$ cat config.mk
export PLATFORM = sky130hd
export DESIGN_NAME = mem_init_seq
export DESIGN_NICKNAME = d
export VERILOG_FILES = /design/src/rtl/mem_init_seq.sv
export SDC_FILE = /design/constraint.sdc
export NUM_CORES = 1
export LEC_CHECK = 0
export ABC_AREA = 1
export CAP_MARGIN = 20
export CORE_MARGIN = 4
export CORE_UTILIZATION = 31
export DETAILED_ROUTE_END_ITERATION = 10
export PLACE_DENSITY_LB_ADDON = 0.2
export SLEW_MARGIN = 20
export SYNTH_ARGS = -nofsm -noshare
export SYNTH_HDL_FRONTEND = slang
export SYNTH_SLANG_ARGS = --single-unit
$ cat constraint.sdc
create_clock -name Clk -period 1.2 [get_ports Clk]
set_input_delay 0.12 -clock Clk [delete_from_list [all_inputs] [get_ports Clk]]
set_output_delay 0.12 -clock Clk [all_outputs]
set_load 0.05 [all_outputs]
$ cat src/rtl/mem_init_seq.sv
// mem_init_seq -- memory initialisation sequencer.
//
// Each start walks the addresses idx = 0, STRIDE, 2*STRIDE, ... while
// idx < LIMIT. For each address it writes wdata = idx (zero-extended or
// truncated to DATA_W). Every write is held until the memory raises wr_ready.
//
// Optional feature, selected by the macro MEM_INIT_VERIFY_EN:
//   A readback pass follows the write pass. It walks the same addresses and
//   compares rdata with the value that was written. The first failing address
//   is latched in err_addr, and err is sticky until the next start.
//   Without the macro, re, err and err_addr are tied to 0 and rdata is ignored.
//
// Ports:
//   Clk       in   1       rising-edge clock
//   Rst       in   1       asynchronous active-high reset
//   start     in   1       begin an init pass (sampled only when not busy)
//   wr_ready  in   1       memory accepts the current write this cycle
//   rdata     in   DATA_W  read data, valid one cycle after re (verify build)
//   we        out  1       write request
//   re        out  1       read request (verify build)
//   addr      out  ADDR_W  write/read address
//   wdata     out  DATA_W  write data
//   busy      out  1       pass in progress
//   done      out  1       pass complete, held until next start or Rst
//   err       out  1       sticky readback mismatch (verify build)
//   err_addr  out  ADDR_W  first failing address (verify build)
module mem_init_seq #(
   parameter int ADDR_W = 4,
   parameter int DATA_W = 8,
   parameter int STRIDE = 2,
   parameter int LIMIT  = 10
) (
   input  logic              Clk,
   input  logic              Rst,
   input  logic              start,
   input  logic              wr_ready,
   input  logic [DATA_W-1:0] rdata,
   output logic              we,
   output logic              re,
   output logic [ADDR_W-1:0] addr,
   output logic [DATA_W-1:0] wdata,
   output logic              busy,
   output logic              done,
   output logic              err,
   output logic [ADDR_W-1:0] err_addr
);

   // Step and bound are held one bit wider than an address, so the sum
   // idx + STRIDE can never wrap back to a low address.
   localparam logic [ADDR_W:0]   STEP   = (ADDR_W+1)'(STRIDE);
   localparam logic [ADDR_W:0]   BOUND  = (ADDR_W+1)'(LIMIT);
   localparam logic [ADDR_W:0]   ZERO_B = {(ADDR_W+1){1'b0}};
   localparam logic [ADDR_W-1:0] ZERO_A = {ADDR_W{1'b0}};
   localparam logic [DATA_W-1:0] ZERO_D = {DATA_W{1'b0}};

`ifdef MEM_INIT_VERIFY_EN
   typedef enum logic [2:0] {
      IDLE   = 3'd0,
      WRITE  = 3'd1,
      DONE   = 3'd2,
      VERIFY = 3'd3,
      VWAIT  = 3'd4
   } state_t;
`else
   typedef enum logic [2:0] {
      IDLE  = 3'd0,
      WRITE = 3'd1,
      DONE  = 3'd2
   } state_t;
`endif

   // Map an address onto the data bus: zero-extend or truncate to DATA_W.
   function automatic logic [DATA_W-1:0] fit_data(input logic [ADDR_W-1:0] a);
      logic [DATA_W+ADDR_W-1:0] ext;
      ext = {{DATA_W{1'b0}}, a};
      return ext[DATA_W-1:0];
   endfunction

   state_t            state_r;
   logic [ADDR_W-1:0] idx_r;
   logic [ADDR_W:0]   next_s;
   logic              last_s;

   // Next walk position; the pass ends once it reaches the exclusive bound.
   assign next_s = {1'b0, idx_r} + STEP;
   assign last_s = (next_s >= BOUND);

`ifndef MEM_INIT_VERIFY_EN
   logic unused_rdata_s;

   assign unused_rdata_s = ^rdata;
   assign re             = 1'b0;
   assign err            = 1'b0;
   assign err_addr       = ZERO_A;
`endif

   // Sequencer FSM; all outputs are registered alongside the state.
   always_ff @(posedge Clk or posedge Rst) begin
      if (Rst) begin
         state_r  <= IDLE;
         idx_r    <= ZERO_A;
         we       <= 1'b0;
         busy     <= 1'b0;
         done     <= 1'b0;
         addr     <= ZERO_A;
         wdata    <= ZERO_D;
`ifdef MEM_INIT_VERIFY_EN
         re       <= 1'b0;
         err      <= 1'b0;
         err_addr <= ZERO_A;
`endif
      end else begin
         case (state_r)
            IDLE, DONE: begin
               if (start) begin
                  idx_r <= ZERO_A;
                  addr  <= ZERO_A;
                  wdata <= ZERO_D;
`ifdef MEM_INIT_VERIFY_EN
                  err      <= 1'b0;
                  err_addr <= ZERO_A;
`endif
                  if (BOUND == ZERO_B) begin
                     // Empty range: report completion without any write.
                     state_r <= DONE;
                     done    <= 1'b1;
                     busy    <= 1'b0;
                     we      <= 1'b0;
                  end else begin
                     state_r <= WRITE;
                     done    <= 1'b0;
                     busy    <= 1'b1;
                     we      <= 1'b1;
                  end
               end else begin
                  state_r <= state_r;
               end
            end

            WRITE: begin
               // we is high throughout WRITE, so wr_ready alone marks acceptance.
               if (wr_ready) begin
                  if (last_s) begin
                     we    <= 1'b0;
                     idx_r <= ZERO_A;
                     addr  <= ZERO_A;
                     wdata <= ZERO_D;
`ifdef MEM_INIT_VERIFY_EN
                     state_r <= VERIFY;
                     re      <= 1'b1;
`else
                     state_r <= DONE;
                     busy    <= 1'b0;
                     done    <= 1'b1;
`endif
                  end else begin
                     idx_r <= next_s[ADDR_W-1:0];
                     addr  <= next_s[ADDR_W-1:0];
                     wdata <= fit_data(next_s[ADDR_W-1:0]);
                  end
               end else begin
                  state_r <= state_r;
               end
            end

`ifdef MEM_INIT_VERIFY_EN
            VERIFY: begin
               // The read strobe lasts one cycle; data arrives in VWAIT.
               re      <= 1'b0;
               state_r <= VWAIT;
            end

            VWAIT: begin
               if ((rdata != fit_data(idx_r)) && !err) begin
                  err      <= 1'b1;
                  err_addr <= idx_r;
               end else begin
                  err <= err;
               end
               if (last_s) begin
                  state_r <= DONE;
                  busy    <= 1'b0;
                  done    <= 1'b1;
                  idx_r   <= ZERO_A;
                  addr    <= ZERO_A;
               end else begin
                  state_r <= VERIFY;
                  idx_r   <= next_s[ADDR_W-1:0];
                  addr    <= next_s[ADDR_W-1:0];
                  re      <= 1'b1;
               end
            end
`endif

            default: begin
               state_r <= IDLE;
               idx_r   <= ZERO_A;
               we      <= 1'b0;
               busy    <= 1'b0;
               done    <= 1'b0;
               addr    <= ZERO_A;
               wdata   <= ZERO_D;
`ifdef MEM_INIT_VERIFY_EN
               re      <= 1'b0;
`endif
            end
         endcase
      end
   end

endmodule

==> impl_results.md <==
* CP cell instances: ha_4, o21ai_2, nand2_2, nand2_4, nand2_4, nand2_1, nand2_1
* Drt initial violations at 7
* CTS buffer count at 3
* Maximum VDD drop at 1150 uV
* Main combinational cell family by area after synthesis: buffers and inverters
* Layout cell share with drive strength beyond 1 at 0.476
* Setup CP Type: register to register
* Vias in the first global route at 347
* Antenna cells at 0
* Worst EP arrival at 1.41 ns
* Post-synth EDFFs at 0
* RSZ-0062 raised after global routing: yes
* Slew Limit Fails at 0
* Gp weighted congestion at 0.673
* CTS tree: built
* Initial Utilization at 0.330
* Pin count of the biggest net entering global routing at 8
* Fraction of synthesized area in multiplexers at 0
* Total power divided by cell area at 3160 mW/mm2
* Routed Antenna Nets at 0
* Die ar. at 0.00233 mm2
* I/O Pins at 33
* Failing checks: negative setup slack
* Worst skew pair latency at 0.26 ns
* Most frequent cell after synthesis: buf_4
* Worst Path Max Fanout at 7
* Startpoint types: register
* Final setup vio count at 5
* Cell area after synthesis at 503 um2
* Synth area leader: dfrtp_1
* Slowest-stage cell, CP: dfrtp_2
* Fin nets at 97
* Hold Violations, Final at 0
* Number of clock sinks at 6
* Maximum clock frequency at 0.789 GHz
* YS warnings at 0
* Vias at 403
* First-pass GRT wire length at 1460 um
* IO buf count at 12
* FF-to-FF path depth at 7
* Critical Path End Type: register
* Tmin final at 1.27 ns
* Top cells by area, synth: dfrtp_1 (30%), buf_4 (24%), nand2_4 (9.0%), nand2_1 (8.2%), ha_1 (5.0%)
* Synthesized instance count at 62
* Root Driver: clkbuf_4
* Hold WC Path Type: input port to async pin
* Initial antenna violation count at 0
* Flops & latches, synth at 6
* Area share of the largest cell type after synthesis at 0.299
* Hold WS at 0.0837 ns
* Synth Area in Simple Gates at 0.284
* CTS max path bufs at 2
* Setup ws final at -0.0673 ns
* Reg2reg setup slack at -0.07 ns
* Post-synthesis xor/xnor area fraction at 0
* Row count at 14
* Critical path required time at 1.34 ns
* CTS Hold Bufs at 0
* Adder-Cell Fraction of Synth Area at 0.0498
* R2r endpoint: done$_DFFE_PP0P_
* Ys async rst share at 1.00
* CORE AREA at 0.00152 mm2
* Compound-Gate Fraction of Synth Area at 0.0547
* Tot Pwr at 2.46 mW
* Worst R2R Start: addr[2]$_DFFE_PP0P_
* Dpl hpwl at 691 um
* Layout area overhead at 54.7%
* Fillers at 139
* Die span in x at 48.3 um
* Avg Cell Area, Syn at 8.11 um2
* Leakage at 0.387 nW
* Post-synth top cells: buf_4 (16), nand2_1 (11), dfrtp_1 (6), inv_1 (5), nand3_1 (5)
* Sequential element share of the synthesized area at 0.299
* Final period util at 1.06
* Max-Cap Viols at 0
* Number of vias per cell at 4.11
* Layout Skew at 0.0103 ns
* H-tree levels at 1
* Status: finished, violations left
* Total gr overflow at 0
* Top FF cell, synth: dfrtp_1
* First-pass DRT Iterations at 4
* Crit-path max cell delay at 0.43 ns
* Wire per inst at 9.34 um
* Drt drc at 0
* Yosys cell types at 17
* Final wirelength at 915 um
* Die extent in y at 48.3 um
* Reg clk slew, reported paths at 0.06 ns
* GRT Resource Usage Total at 0.0925
-- through the flow --
| stage | area [um2] | cells | setup TNS (ns) | util | setup slack [ns] |
|---|---|---|---|---|---|
| CTS | 763 | 97 | -0.165 | 0.501 | -0.0563 |
| detailed placement | 714 | 91 | -0.192 | 0.469 | -0.0739 |
| floorplan | 559 | 73 | -0.816 | - | -0.177 |
| finish | 778 | 98 | -0.162 | 0.511 | -0.0673 |
| global route | 778 | 98 | -0.698 | 0.511 | -0.146 |
| global placement | 714 | 91 | -0.253 | 0.469 | -0.0872 |
-- critical path: cells and delay by family (launching register included) --
kind	cells	cell delay (ns)
adder cells (fa/ha/maj)	1	0.25
AO/OA/AOI/OAI	1	0.12
flip-flops	1	0.43
AND/OR/NAND/NOR	5	0.35
-- timing repair --
item                                    4_1_cts  5_1_grt
buffers inserted                              2        1
resized for setup                             2        4
pin swaps                                     2        2
endpoints found under the setup margin        6        8
endpoints found under the hold margin         0        0
-- metal layers --
| layer | GRT usage | up-vias | part of all wire |
|---|---|---|---|
| li1 | - | 204 | - |
| met1 | 0.109 | 182 | 0.39 |
| met2 | 0.138 | 15 | 0.52 |
| met3 | 0.0221 | 2 | 0.070 |
| met4 | 0.0806 | 0 | 0.016 |
| met5 | 0 | - | 0 |
-- report_power, final --
part           switching, mW  internal [mW]  leakage (nW)  total, mW
Clock                 0.0900          0.127        0.0150      0.217
Combinational          0.992          0.841         0.298       1.83
Sequential             0.115          0.295        0.0736      0.410
Total                   1.20           1.26         0.387       2.46
-- final cells by class --
class                           instances  area [um2]  area share
Inverter                                8        33.8      0.0434
Tap cell                               16        20.0      0.0257
Sequential cell                         6         153       0.196
Multi-Input combinational cell         43         264       0.339
Clock buffer                            4        26.3      0.0338
Timing Repair Buffer                   21         282       0.362
-- registers in the layout (all words and copies together), names as in the netlist --
signal and count:
done 1, state_r 1, busy 1, addr 3
-- cells by family after synthesis --
family / after synthesis
compound gates: 5
simple gates: 24
buf+inv: 24
flops: 6
other cells: 1
fa+ha+maj: 2
-- how the worst max path moves through the flow --
stage	end	slack, ns	depth (start not counted)	from
finish	done$_DFFE_PP0P_	-0.07	7	addr[2]$_DFFE_PP0P_
global route	done$_DFFE_PP0P_	-0.15	7	addr[2]$_DFFE_PP0P_
CTS	done$_DFFE_PP0P_	-0.06	7	addr[2]$_DFFE_PP0P_
detailed placement	done$_DFFE_PP0P_	-0.07	7	addr[2]$_DFFE_PP0P_
global placement	done$_DFFE_PP0P_	-0.09	7	addr[2]$_DFFE_PP0P_
floorplan	done$_DFFE_PP0P_	-0.18	7	addr[1]$_DFFE_PP0P_
-- placed cells by master (no fill, tap or decap), types with 2 or more instances in the layout --
| master | Yosys | final |
|---|---|---|
| nand3_1 | 5 | 5 |
| nand2_1 | 11 | 8 |
| nand2_2 | 2 | 5 |
| buf_4 | 16 | 8 |
| clkbuf_4 | 0 | 3 |
| dfrtp_2 | 0 | 2 |
| nand2_4 | 4 | 4 |
| inv_1 | 5 | 4 |
| conb_1 | 1 | 12 |
| clkdlybuf4s50_1 | 0 | 3 |
| buf_12 | 0 | 9 |
| dfrtp_1 | 6 | 4 |
| o21ai_1 | 3 | 3 |
| inv_2 | 1 | 2 |
Power figures use the tool's default switching activity.
